<file path="src/rtl/coin_return_dispenser_if.sv">
// Coin return dispenser bus: return request, hopper handshake, refill pulses,
// and status (busy/done/shortfall/inventory) grouped for one connection.
// Ports: master = requester/hopper side (drives i_*), slave = dispenser (drives o_*).
`ifndef kNumCoins
`define kNumCoins 3
`endif

interface coin_return_dispenser_if #(
  parameter int AMT_W = 32,
  parameter int CNT_W = 8
);
  // request side
  logic                   i_start;
  logic [AMT_W-1:0]       i_amount;
  // hopper handshake
  logic                   i_hopper_ready;
  logic [`kNumCoins-1:0]  o_coin;
  logic                   o_coin_valid;
  // inventory maintenance
  logic [`kNumCoins-1:0]  i_refill;
  // status
  logic                   o_busy;
  logic                   o_done;
  logic [AMT_W-1:0]       o_shortfall;
  logic [CNT_W-1:0]       o_inv0;
  logic [CNT_W-1:0]       o_inv1;
  logic [CNT_W-1:0]       o_inv2;

  modport master (
    output i_start, i_amount, i_hopper_ready, i_refill,
    input  o_coin, o_coin_valid, o_busy, o_done, o_shortfall,
    input  o_inv0, o_inv1, o_inv2
  );

  modport slave (
    input  i_start, i_amount, i_hopper_ready, i_refill,
    output o_coin, o_coin_valid, o_busy, o_done, o_shortfall,
    output o_inv0, o_inv1, o_inv2
  );
endinterface

</file>
<file path="src/rtl/coin_return_dispenser.sv">
// Change-return sequencer: turns a return amount into one-at-a-time coin
// ejections, greedy largest-coin-first, bounded by per-denomination inventory.
// Ports: clk, reset (async, active-high), bus (coin_return_dispenser_if.slave).
`ifndef kNumCoins
`define kNumCoins 3
`endif

module coin_return_dispenser #(
  parameter int AMT_W     = 32,
  parameter int CNT_W     = 8,
  parameter int INIT_QTY  = 20,
  parameter int COIN0_VAL = 100,
  parameter int COIN1_VAL = 500,
  parameter int COIN2_VAL = 1000
) (
  input  logic                    clk,
  input  logic                    reset,
  coin_return_dispenser_if.slave  bus
);

  localparam int NC = `kNumCoins;
  localparam logic [CNT_W-1:0] INV_MAX  = '1;
  localparam logic [CNT_W-1:0] INV_INIT = CNT_W'(INIT_QTY);

  typedef enum logic [1:0] {
    S_IDLE     = 2'd0,
    S_DISPENSE = 2'd1,
    S_DONE     = 2'd2
  } state_t;

  state_t state, state_nxt;

  logic [AMT_W-1:0] coin_val [NC];
  logic [CNT_W-1:0] inv      [NC];
  logic [AMT_W-1:0] remaining;
  logic [AMT_W-1:0] shortfall;

  // A coin offered but not yet taken is frozen here so a refill cannot
  // promote a larger denomination under the hopper's feet.
  logic             holding;
  logic [NC-1:0]    held_coin;

  logic [NC-1:0]    fresh_coin;
  logic [AMT_W-1:0] fresh_val;
  logic             fresh_ok;

  logic [NC-1:0]    sel_coin;
  logic             sel_vld;
  logic [AMT_W-1:0] sel_val;

  logic [NC-1:0]    coin;
  logic             coin_vld;
  logic             busy;
  logic             done;
  logic             xfer;
  logic             refill_ok;

  assign coin_val[0] = AMT_W'(COIN0_VAL);
  assign coin_val[1] = AMT_W'(COIN1_VAL);
  assign coin_val[2] = AMT_W'(COIN2_VAL);

  // Greedy candidate: largest-valued denomination that fits the remaining
  // balance and is still in stock. Compares values, so bit order does not
  // have to follow coin value.
  always_comb begin
    fresh_coin = '0;
    fresh_val  = '0;
    fresh_ok   = 1'b0;
    for (int k = 0; k < NC; k++) begin
      if ((inv[k] != '0) && (coin_val[k] <= remaining) &&
          (!fresh_ok || (coin_val[k] > fresh_val))) begin
        fresh_coin    = '0;
        fresh_coin[k] = 1'b1;
        fresh_val     = coin_val[k];
        fresh_ok      = 1'b1;
      end
    end
  end

  assign sel_coin = holding ? held_coin : fresh_coin;
  assign sel_vld  = holding | fresh_ok;

  always_comb begin
    sel_val = '0;
    for (int k = 0; k < NC; k++) begin
      if (sel_coin[k]) begin
        sel_val = sel_val | coin_val[k];
      end
    end
  end

  // ---------------- FSM: state register ----------------
  always_ff @(posedge clk or posedge reset) begin
    if (reset) begin
      state <= S_IDLE;
    end else begin
      state <= state_nxt;
    end
  end

  // ---------------- FSM: next state ----------------
  always_comb begin
    state_nxt = state;
    case (state)
      S_IDLE:     if (bus.i_start) state_nxt = S_DISPENSE;
      S_DISPENSE: if (!sel_vld)    state_nxt = S_DONE;
      S_DONE:                      state_nxt = S_IDLE;
      default:                     state_nxt = S_IDLE;
    endcase
  end

  // ---------------- FSM: outputs ----------------
  always_comb begin
    coin     = '0;
    coin_vld = 1'b0;
    busy     = 1'b0;
    done     = 1'b0;
    case (state)
      S_DISPENSE: begin
        busy = 1'b1;
        if (sel_vld) begin
          coin     = sel_coin;
          coin_vld = 1'b1;
        end
      end
      S_DONE: begin
        busy = 1'b1;
        done = 1'b1;
      end
      default: ;
    endcase
  end

  assign xfer      = coin_vld & bus.i_hopper_ready;
  assign refill_ok = $onehot(bus.i_refill);

  // Balance, shortfall and hold tracking.
  always_ff @(posedge clk or posedge reset) begin
    if (reset) begin
      remaining <= '0;
      shortfall <= '0;
      holding   <= 1'b0;
      held_coin <= '0;
    end else begin
      case (state)
        S_IDLE: begin
          holding <= 1'b0;
          if (bus.i_start) begin
            remaining <= bus.i_amount;
            shortfall <= '0;
          end
        end
        S_DISPENSE: begin
          if (xfer) begin
            remaining <= remaining - sel_val;
          end
          holding   <= coin_vld & ~bus.i_hopper_ready;
          held_coin <= coin;
          // Capture on the way into DONE so the value is already visible
          // during the o_done cycle; remaining cannot move in this cycle.
          if (!sel_vld) begin
            shortfall <= remaining;
          end
        end
        default: begin
          holding <= 1'b0;
        end
      endcase
    end
  end

  // Inventory: transfer decrements, one-hot refill increments (saturating).
  // Both on the same coin in one cycle cancel out.
  always_ff @(posedge clk or posedge reset) begin
    if (reset) begin
      for (int k = 0; k < NC; k++) begin
        inv[k] <= INV_INIT;
      end
    end else begin
      for (int k = 0; k < NC; k++) begin
        if (xfer && coin[k] && !(refill_ok && bus.i_refill[k])) begin
          inv[k] <= inv[k] - 1'b1;
        end else if (refill_ok && bus.i_refill[k] && !(xfer && coin[k]) &&
                     (inv[k] != INV_MAX)) begin
          inv[k] <= inv[k] + 1'b1;
        end
      end
    end
  end

  assign bus.o_coin       = coin;
  assign bus.o_coin_valid = coin_vld;
  assign bus.o_busy       = busy;
  assign bus.o_done       = done;
  assign bus.o_shortfall  = shortfall;
  assign bus.o_inv0       = inv[0];
  assign bus.o_inv1       = inv[1];
  assign bus.o_inv2       = inv[2];

endmodule

</file>
<file path="src/flat_wrapper.sv">
// flat-port wrapper written by rule: the top's interface ports become plain ports
module coin_return_dispenser_flat 
#(
  parameter int AMT_W     = 32,
  parameter int CNT_W     = 8,
  parameter int INIT_QTY  = 20,
  parameter int COIN0_VAL = 100,
  parameter int COIN1_VAL = 500,
  parameter int COIN2_VAL = 1000
)
  (clk, reset, bus_i_start, bus_i_amount, bus_i_hopper_ready, bus_i_refill, bus_o_coin, bus_o_coin_valid, bus_o_busy, bus_o_done, bus_o_shortfall, bus_o_inv0, bus_o_inv1, bus_o_inv2);
  coin_return_dispenser_if #(.AMT_W(AMT_W), .CNT_W(CNT_W)) bus_i ();
  input  logic clk;
  input  logic reset;
  input wire logic [$bits(bus_i.i_start)-1:0] bus_i_start;
  input wire logic [$bits(bus_i.i_amount)-1:0] bus_i_amount;
  input wire logic [$bits(bus_i.i_hopper_ready)-1:0] bus_i_hopper_ready;
  input wire logic [$bits(bus_i.i_refill)-1:0] bus_i_refill;
  output wire logic [$bits(bus_i.o_coin)-1:0] bus_o_coin;
  output wire logic [$bits(bus_i.o_coin_valid)-1:0] bus_o_coin_valid;
  output wire logic [$bits(bus_i.o_busy)-1:0] bus_o_busy;
  output wire logic [$bits(bus_i.o_done)-1:0] bus_o_done;
  output wire logic [$bits(bus_i.o_shortfall)-1:0] bus_o_shortfall;
  output wire logic [$bits(bus_i.o_inv0)-1:0] bus_o_inv0;
  output wire logic [$bits(bus_i.o_inv1)-1:0] bus_o_inv1;
  output wire logic [$bits(bus_i.o_inv2)-1:0] bus_o_inv2;
  assign bus_i.i_start = bus_i_start;
  assign bus_i.i_amount = bus_i_amount;
  assign bus_i.i_hopper_ready = bus_i_hopper_ready;
  assign bus_i.i_refill = bus_i_refill;
  assign bus_o_coin = bus_i.o_coin;
  assign bus_o_coin_valid = bus_i.o_coin_valid;
  assign bus_o_busy = bus_i.o_busy;
  assign bus_o_done = bus_i.o_done;
  assign bus_o_shortfall = bus_i.o_shortfall;
  assign bus_o_inv0 = bus_i.o_inv0;
  assign bus_o_inv1 = bus_i.o_inv1;
  assign bus_o_inv2 = bus_i.o_inv2;
  coin_return_dispenser #(.AMT_W(AMT_W), .CNT_W(CNT_W), .INIT_QTY(INIT_QTY), .COIN0_VAL(COIN0_VAL), .COIN1_VAL(COIN1_VAL), .COIN2_VAL(COIN2_VAL)) u_core (.clk(clk), .reset(reset), .bus(bus_i));
endmodule
</file>
<file path="config.mk">
export PLATFORM = sky130hd
export DESIGN_NAME = coin_return_dispenser_flat
export DESIGN_NICKNAME = d
export VERILOG_FILES = /design/src/rtl/coin_return_dispenser_if.sv /design/src/rtl/coin_return_dispenser.sv /design/src/flat_wrapper.sv
export SDC_FILE = /design/constraint.sdc
export NUM_CORES = 1
export LEC_CHECK = 0
export BUFFER_PORTS_ARGS = -buffer_cell sky130_fd_sc_hd__buf_2
export CORE_MARGIN = 1
export CORE_UTILIZATION = 53
export CTS_BUF_LIST = sky130_fd_sc_hd__clkbuf_4 sky130_fd_sc_hd__clkbuf_8
export DETAILED_ROUTE_END_ITERATION = 6
export PLACE_DENSITY = 0.79
export SLEW_MARGIN = 20
export SYNTH_ARGS = -nofsm -noshare
export SYNTH_HDL_FRONTEND = slang
export SYNTH_SLANG_ARGS = --single-unit
</file>
<file path="constraint.sdc">
create_clock -name clk -period 4 [get_ports clk]
set_clock_uncertainty 0.05 [all_clocks]
set_input_delay 0.8 -clock clk [delete_from_list [all_inputs] [get_ports clk]]
set_output_delay 0.8 -clock clk [all_outputs]
set_load 0.1 [all_outputs]
</file>
# Word level (Yosys, flattened, before mapping)
# Cells that the tools add are included.
[totals]
register_bits = 94
word_cells = 111
[classes]
n_addsub = 9
magnitude_cmp = 5
eq_ne = 9
n_mux = 34
n_bitwise = 4
n_reduce_logical = 42
[op_table]
columns = ["cell", "n"]
rows = [
  ["$mux W32", 5],
  ["$pmux W32 S2", 2],
  ["$mux W8", 6],
  ["$gt A10 B32 Y1 const A", 1],
  ["$gt A9 B32 Y1 const A", 1],
  ["$le A10 B32 Y1 const A", 1],
  ["$le A7 B32 Y1 const A", 1],
  ["$le A9 B32 Y1 const A", 1],
  ["$sub A32 B10 Y32", 1],
  ["$add A8 B1 Y8 const B", 3],
  ["$ne A8 B8 Y1 const B", 3],
  ["$reduce_bool A8 Y1", 3],
  ["$sub A8 B1 Y8 const B", 3],
  ["$logic_and A1 B1 Y1", 20],
  ["$mux W3", 5],
  ["$mux W7", 2],
  ["$mux W10", 1],
  ["$mux W1", 9],
  ["$mux W9", 1],
  ["$logic_not A1 Y1", 8],
  ["$reduce_bool A2 Y1", 4],
  ["$reduce_and A3 Y1", 2],
  ["$eq A2 B1 Y1 const B", 2],
  ["$mux W2", 2],
  ["other kinds (13)", 16],
]

# Depth between registers and ports, before layout
[depth]
word_depth = 21
mapped_depth = 17

# Least setup slack after synthesis
# OpenSTA, ideal clock, no wires.
[synth_path]
kind = "flip-flop to flip-flop"
start = "reg u_core.inv (netlist bit u_core.bus.o_inv2[1])"
end = "reg u_core.inv (netlist bit u_core.bus.o_inv1[7])"
arrival_time_ns = 4.044
required_time_ns = 3.791
setup_slack_ns = -0.253
stages_incl_launch_ff = 14
cell_sequence = "dfrtp_1 nor4_1 nand2_1 a31oi_1 a32o_1 inv_1 nor3_1 ha_1 a21o_1 a21oi_1 o22ai_1 o41ai_1 mux2i_1 xnor2_1"
[synth_between]
elab_chain_len = 13
elab_cells_between_ends = 19
[synth_rtl]
columns = ["item", "line", "rtl"]
rows = [
  ["start, declared", "coin_return_dispenser.sv:34", "logic [CNT_W-1:0] inv [NC];"],
  ["start signal, assigned by index", "coin_return_dispenser.sv:182", "inv[k] <= inv[k] - 1'b1;"],
  ["start signal, assigned by index", "coin_return_dispenser.sv:185", "inv[k] <= inv[k] + 1'b1;"],
  ["$reduce_bool A8 Y1 (*)", "coin_return_dispenser.sv:70", "if ((inv[k] != '0) && (coin_val[k] <= remaining) &&"],
  ["$logic_and A1 B1 Y1 (*) (2 in a row)", "coin_return_dispenser.sv:70", ""],
  ["$mux W1", "coin_return_dispenser.sv:70", ""],
  ["$or A1 B1 Y1", "coin_return_dispenser.sv:81", "assign sel_vld = holding | fresh_ok;"],
  ["$mux W1", "coin_return_dispenser.sv:121", "if (sel_vld) begin"],
  ["$mux W1", "coin_return_dispenser.sv:118", "case (state)"],
  ["$and A1 B1 Y1", "coin_return_dispenser.sv:134", "assign xfer = coin_vld & bus.i_hopper_ready;"],
  ["$logic_and A1 B1 Y1 (*)", "coin_return_dispenser.sv:181, coin_return_dispenser.sv:183", ""],
  ["$logic_not A1 Y1", "coin_return_dispenser.sv:183", "end else if (refill_ok && bus.i_refill[k] && !(xfer && coin[k]) &&"],
  ["$logic_and A1 B1 Y1 (2 in a row)", "coin_return_dispenser.sv:183", ""],
  ["$reduce_bool A2 Y1 (no source line)", "n/a", ""],
]
# Mark *: on every way between the ends. The rest lies on a longest branch, timed or not.
# A chain may end at the register's enable or synchronous reset.

# Final worst setup path
[layout_path]
start = "reg u_core.remaining[29]"
end = "reg u_core.remaining[31]"
[layout_between]
elab_chain_len = 18
elab_cells_between_ends = 35
[layout_rtl]
columns = ["item", "line", "rtl"]
rows = [
  ["start, declared", "coin_return_dispenser.sv:35", "logic [AMT_W-1:0] remaining;"],
  ["start signal, assigned", "coin_return_dispenser.sv:149", "remaining <= bus.i_amount;"],
  ["start signal, assigned", "coin_return_dispenser.sv:155", "remaining <= remaining - sel_val;"],
  ["$le A7 B32 Y1", "coin_return_dispenser.sv:70", ""],
  ["$logic_and A1 B1 Y1", "coin_return_dispenser.sv:70", ""],
  ["$mux W7 / $mux W1 (equally long branches)", "coin_return_dispenser.sv:70", ""],
  ["$gt A9 B32 Y1 / $logic_not A1 Y1 (equally long branches)", "coin_return_dispenser.sv:71", "(!fresh_ok || (coin_val[k] > fresh_val))) begin"],
  ["$logic_or A1 B1 Y1", "coin_return_dispenser.sv:71", ""],
  ["$logic_and A1 B1 Y1", "coin_return_dispenser.sv:70", ""],
  ["$mux W32 / $mux W1 (equally long branches)", "coin_return_dispenser.sv:70", ""],
  ["$gt A10 B32 Y1 / $logic_not A1 Y1 (equally long branches)", "coin_return_dispenser.sv:71", ""],
  ["[... 2 more ...]", "n/a", ""],
  ["$mux W3", "coin_return_dispenser.sv:70", ""],
  ["$mux W3", "coin_return_dispenser.sv:80", "assign sel_coin = holding ? held_coin : fresh_coin;"],
  ["$mux W7", "coin_return_dispenser.sv:86", "if (sel_coin[k]) begin"],
  ["$mux W9", "coin_return_dispenser.sv:86", ""],
  ["$mux W10", "coin_return_dispenser.sv:86", ""],
  ["$sub A32 B10 Y32", "coin_return_dispenser.sv:155", ""],
  ["$mux W32", "coin_return_dispenser.sv:154", "if (xfer) begin"],
  ["$pmux W32 S2", "coin_return_dispenser.sv:145", "case (state)"],
]
# Several ways; a longest one is shown, not always the timed one. The select of a mux whose other input is x is not followed.

==> results.md <==
- Status: finished clean
- Die H: 106 µm
- Crit-path most repeated cell: or4_4
- Mapped Cells: 595
- Slew margin rel.: 33.9%
- Die area: 11300 µm²
- PwrDens: 798 nW/µm²
- CP max stage cell: or4_4
- Critical Path Start: u_core.remaining[29]
- Routed vias/inst: 6.40
- Vias post-DR: 5553
- GP Congestion: 0.921
- H-tree Lvls: 3
- Layout area overhead: 24.1%
- Fin cells: 867
- Ys async rst share: 100%
- Worst setup slack after layout: 0.00595 ns
- First-iteration detailed-routing DRC count: 463
- Leakage: 0.00349 µW
- Min Tclk post-route: 3.99 ns
- Max incr delay on CP: 0.53 ns
- Setup violations, final: 0
- Synth warn: 0
- Share of cells above drive strength 1: 32.6%
- Reg2Reg Setup Slack: 0.006 ns
- Crit path cell chain: or4_4, or2_4, o41a_1, a32o_2, inv_4, nand2b_4, nor2_4, ha_4, o21a_1, o31ai_4, a21oi_2, o21a_2, or3_4, or4_4, nand3_2
- Gr ovfl total: 0
- Largest net degree at the start of global routing: 36
- DIE WIDTH: 106 µm
- Initial antenna violation count: 0
- Top FF cell, synth: dfrtp_1
- Total CTS buffers: 9
- Tightest Pin Transition: 0.991 ns
- Setup TNS: 0 ns
- Commonest cells after routing, fill and taps aside: buf_2 (99), dfrtp_1 (88), buf_4 (47), nor2_1 (44), nand2_1 (35)
- Post-synthesis sequential area ratio: 40.8%
- Rows: 37
- Layout Nets: 802
- Avg WL per Cell: 19.3 µm
- Final Util: 68.6%
- Post-Place Setup Slack: -0.169 ns
- # IOs: 101
- Synth Net Count: 670
- Nature of the critical path endpoint: register
- Seq cells post-synth: 94
- Initial Util: 55.2%
- Vias in the first global route: 5138
- Crit-path max FO: 6
- Startpoint Class: register
- Final number of hold-violating endpoints: 0
- CP bufs+invs: 1
- Worst-Skew Late Latency: 0.38 ns
- Class of the worst hold path: in -> async
- Number of remaining DRC errors: 0
- Final max-slew violation count: 0
- Wirelength, routed: 16800 µm
- First-pass GRT wire length: 25500 µm
- Global-route usage over all layers: 28.8%
- Reg2reg start: u_core.remaining[29]
- Filler cell count: 807
- Detailed placement HPWL: 11300 µm
- CTS Buffer Depth: 2
- Commonest non-fill, non-tap cell in the layout: buf_2
- Worst hold slack: 0.380 ns
- Worst Reg-to-Reg Cells: 15
- Drt first pass iters: 5
- Post-route ant nets: 0
- Max-cap violations: 0
- Setup CP Type: reg -> reg
- Fmax: 250 MHz
- Avg Inst Size Synth: 9.72 µm²
- Top cell family by delay on the critical path: simple AND/OR/NAND/NOR gates
- WP data arrival: 4.27 ns
- WP data required: 4.27 ns
- CTS tree: yes
- Yosys cell types: 68
- Number of flops mapped to enable cells by yosys: 0
- Mapped cell area: 5780 µm²
- IO buf count: 100
- Worst r2r dst: u_core.remaining[31]
- Placed cell count: 847
- # diodes: 0
- CTS clk-pin slew, worst paths: 0.09 ns
- TritonCTS Sinks: 94
- Clk root buf: clkbuf_8
- Final worst path period share: 99.9%
- Total core area: 10500 µm²
- Max IR drop VDD: 0.747 mV
## cell type report
type / instances / area (µm²) / share of cell area, %
Tap cell: 136 / 170 / 2.37
Sequential cell: 94 / 2360 / 32.9
Multi-Input combinational cell: 445 / 3450 / 48.1
Inverter: 30 / 116 / 1.62
Timing Repair Buffer: 147 / 868 / 12.1
Clock buffer: 9 / 124 / 1.73
Clock inverter: 6 / 86.3 / 1.20
## flip-flops by register name, summed over array words and instances (netlist names)
register	cells
u_core.bus.o_inv0	8
u_core.bus.o_inv1	8
u_core.bus.o_inv2	8
u_core.bus.o_shortfall	32
u_core.held_coin	3
u_core.holding	1
u_core.remaining	32
u_core.state	2
## logic make-up after synthesis
logic type / after synthesis / synth area share [%]
compound gates: 164 / 20.8
xor+xnor: 19 / 2.88
fa+ha+maj: 36 / 8.44
buf+inv: 56 / 3.85
flops: 94 / 40.8
mux: 21 / 4.13
simple gates: 205 / 19.0
## metal layers
metal	vias up	part of all wire (%)	GRT usage, %	wire [µm]
met5	-	0	0	0
met2	298	48	47.5	8060
li1	2487	-	-	-
met1	2713	41	37.7	6930
met4	0	3.0	11.4	511
met3	55	7.6	5.03	1270
## through the flow
step                      total power [µW]  area [µm²]
final                                 5730        7170
after global routing                  6000        7170
after CTS                             5490        6950
after detailed placement              4760        6700
after global placement                4630        6700
after floorplan                       3950        5800
## worst max-delay path by stage
stage	to	slack (ns)	cells past startpoint
final	u_core.remaining[31]	0.006	15
after global routing	u_core.bus.o_inv0[7]	-0.17	14
after detailed placement	u_core.bus.o_inv1[7]	-0.17	13
after global placement	u_core.remaining[31]	0.09	15
after CTS	u_core.bus.o_inv1[7]	-0.02	13
after floorplan	u_core.remaining[31]	-0.04	16
## Yosys cell counts (all sizes together) (7+ instances only)
master / n / share of area [%]
nor2b: 11 / 1.2
a21oi: 25 / 2.2
o31ai: 7 / 1.2
a21o: 11 / 1.4
nor4: 14 / 1.9
and3: 9 / 0.97
clkbuf: 18 / 1.2
ha: 31 / 6.7
xnor2: 18 / 2.7
nand4: 7 / 0.76
nor2: 51 / 3.4
a22o: 32 / 4.8
or4: 8 / 1.1
mux2i: 8 / 1.6
nand3: 12 / 1.0
buf: 8 / 0.74
o32ai: 7 / 1.1
inv: 30 / 1.9
o21a: 10 / 1.3
nand2: 36 / 2.3
dfrtp: 88 / 38
nor3: 26 / 2.3
o21ai: 26 / 2.3
mux2: 13 / 2.5
## power by group
group          switching [µW]  leakage, µW  total, µW  internal, µW
sequential                376      0.00119       1630          1250
clock                     355     0.000105        704           349
combinational            2250      0.00220       3400          1140
total                    2980      0.00349       5730          2740
## worst register-to-register path: cells and delay by family (launching register included)
kind / cells / cell delay (ns)
AOI/OAI and AO/OA: 6 / 1.25
and+or+nand+nor: 7 / 1.92
adders and majority gates: 1 / 0.22
buffers and inverters: 1 / 0.10
DFF: 1 / 0.41
## timing repair
| action | CTS | global route |
|---|---|---|
| gates cloned | 0 | 0 |
| hold buffers | 0 | 0 |
| setup endpoints to repair | 14 | 28 |
| buffers inserted | 0 | 5 |
| resized for setup | 12 | 38 |
| pin swaps | 0 | 13 |
No activity file was read; power rests on OpenSTA's default activity.
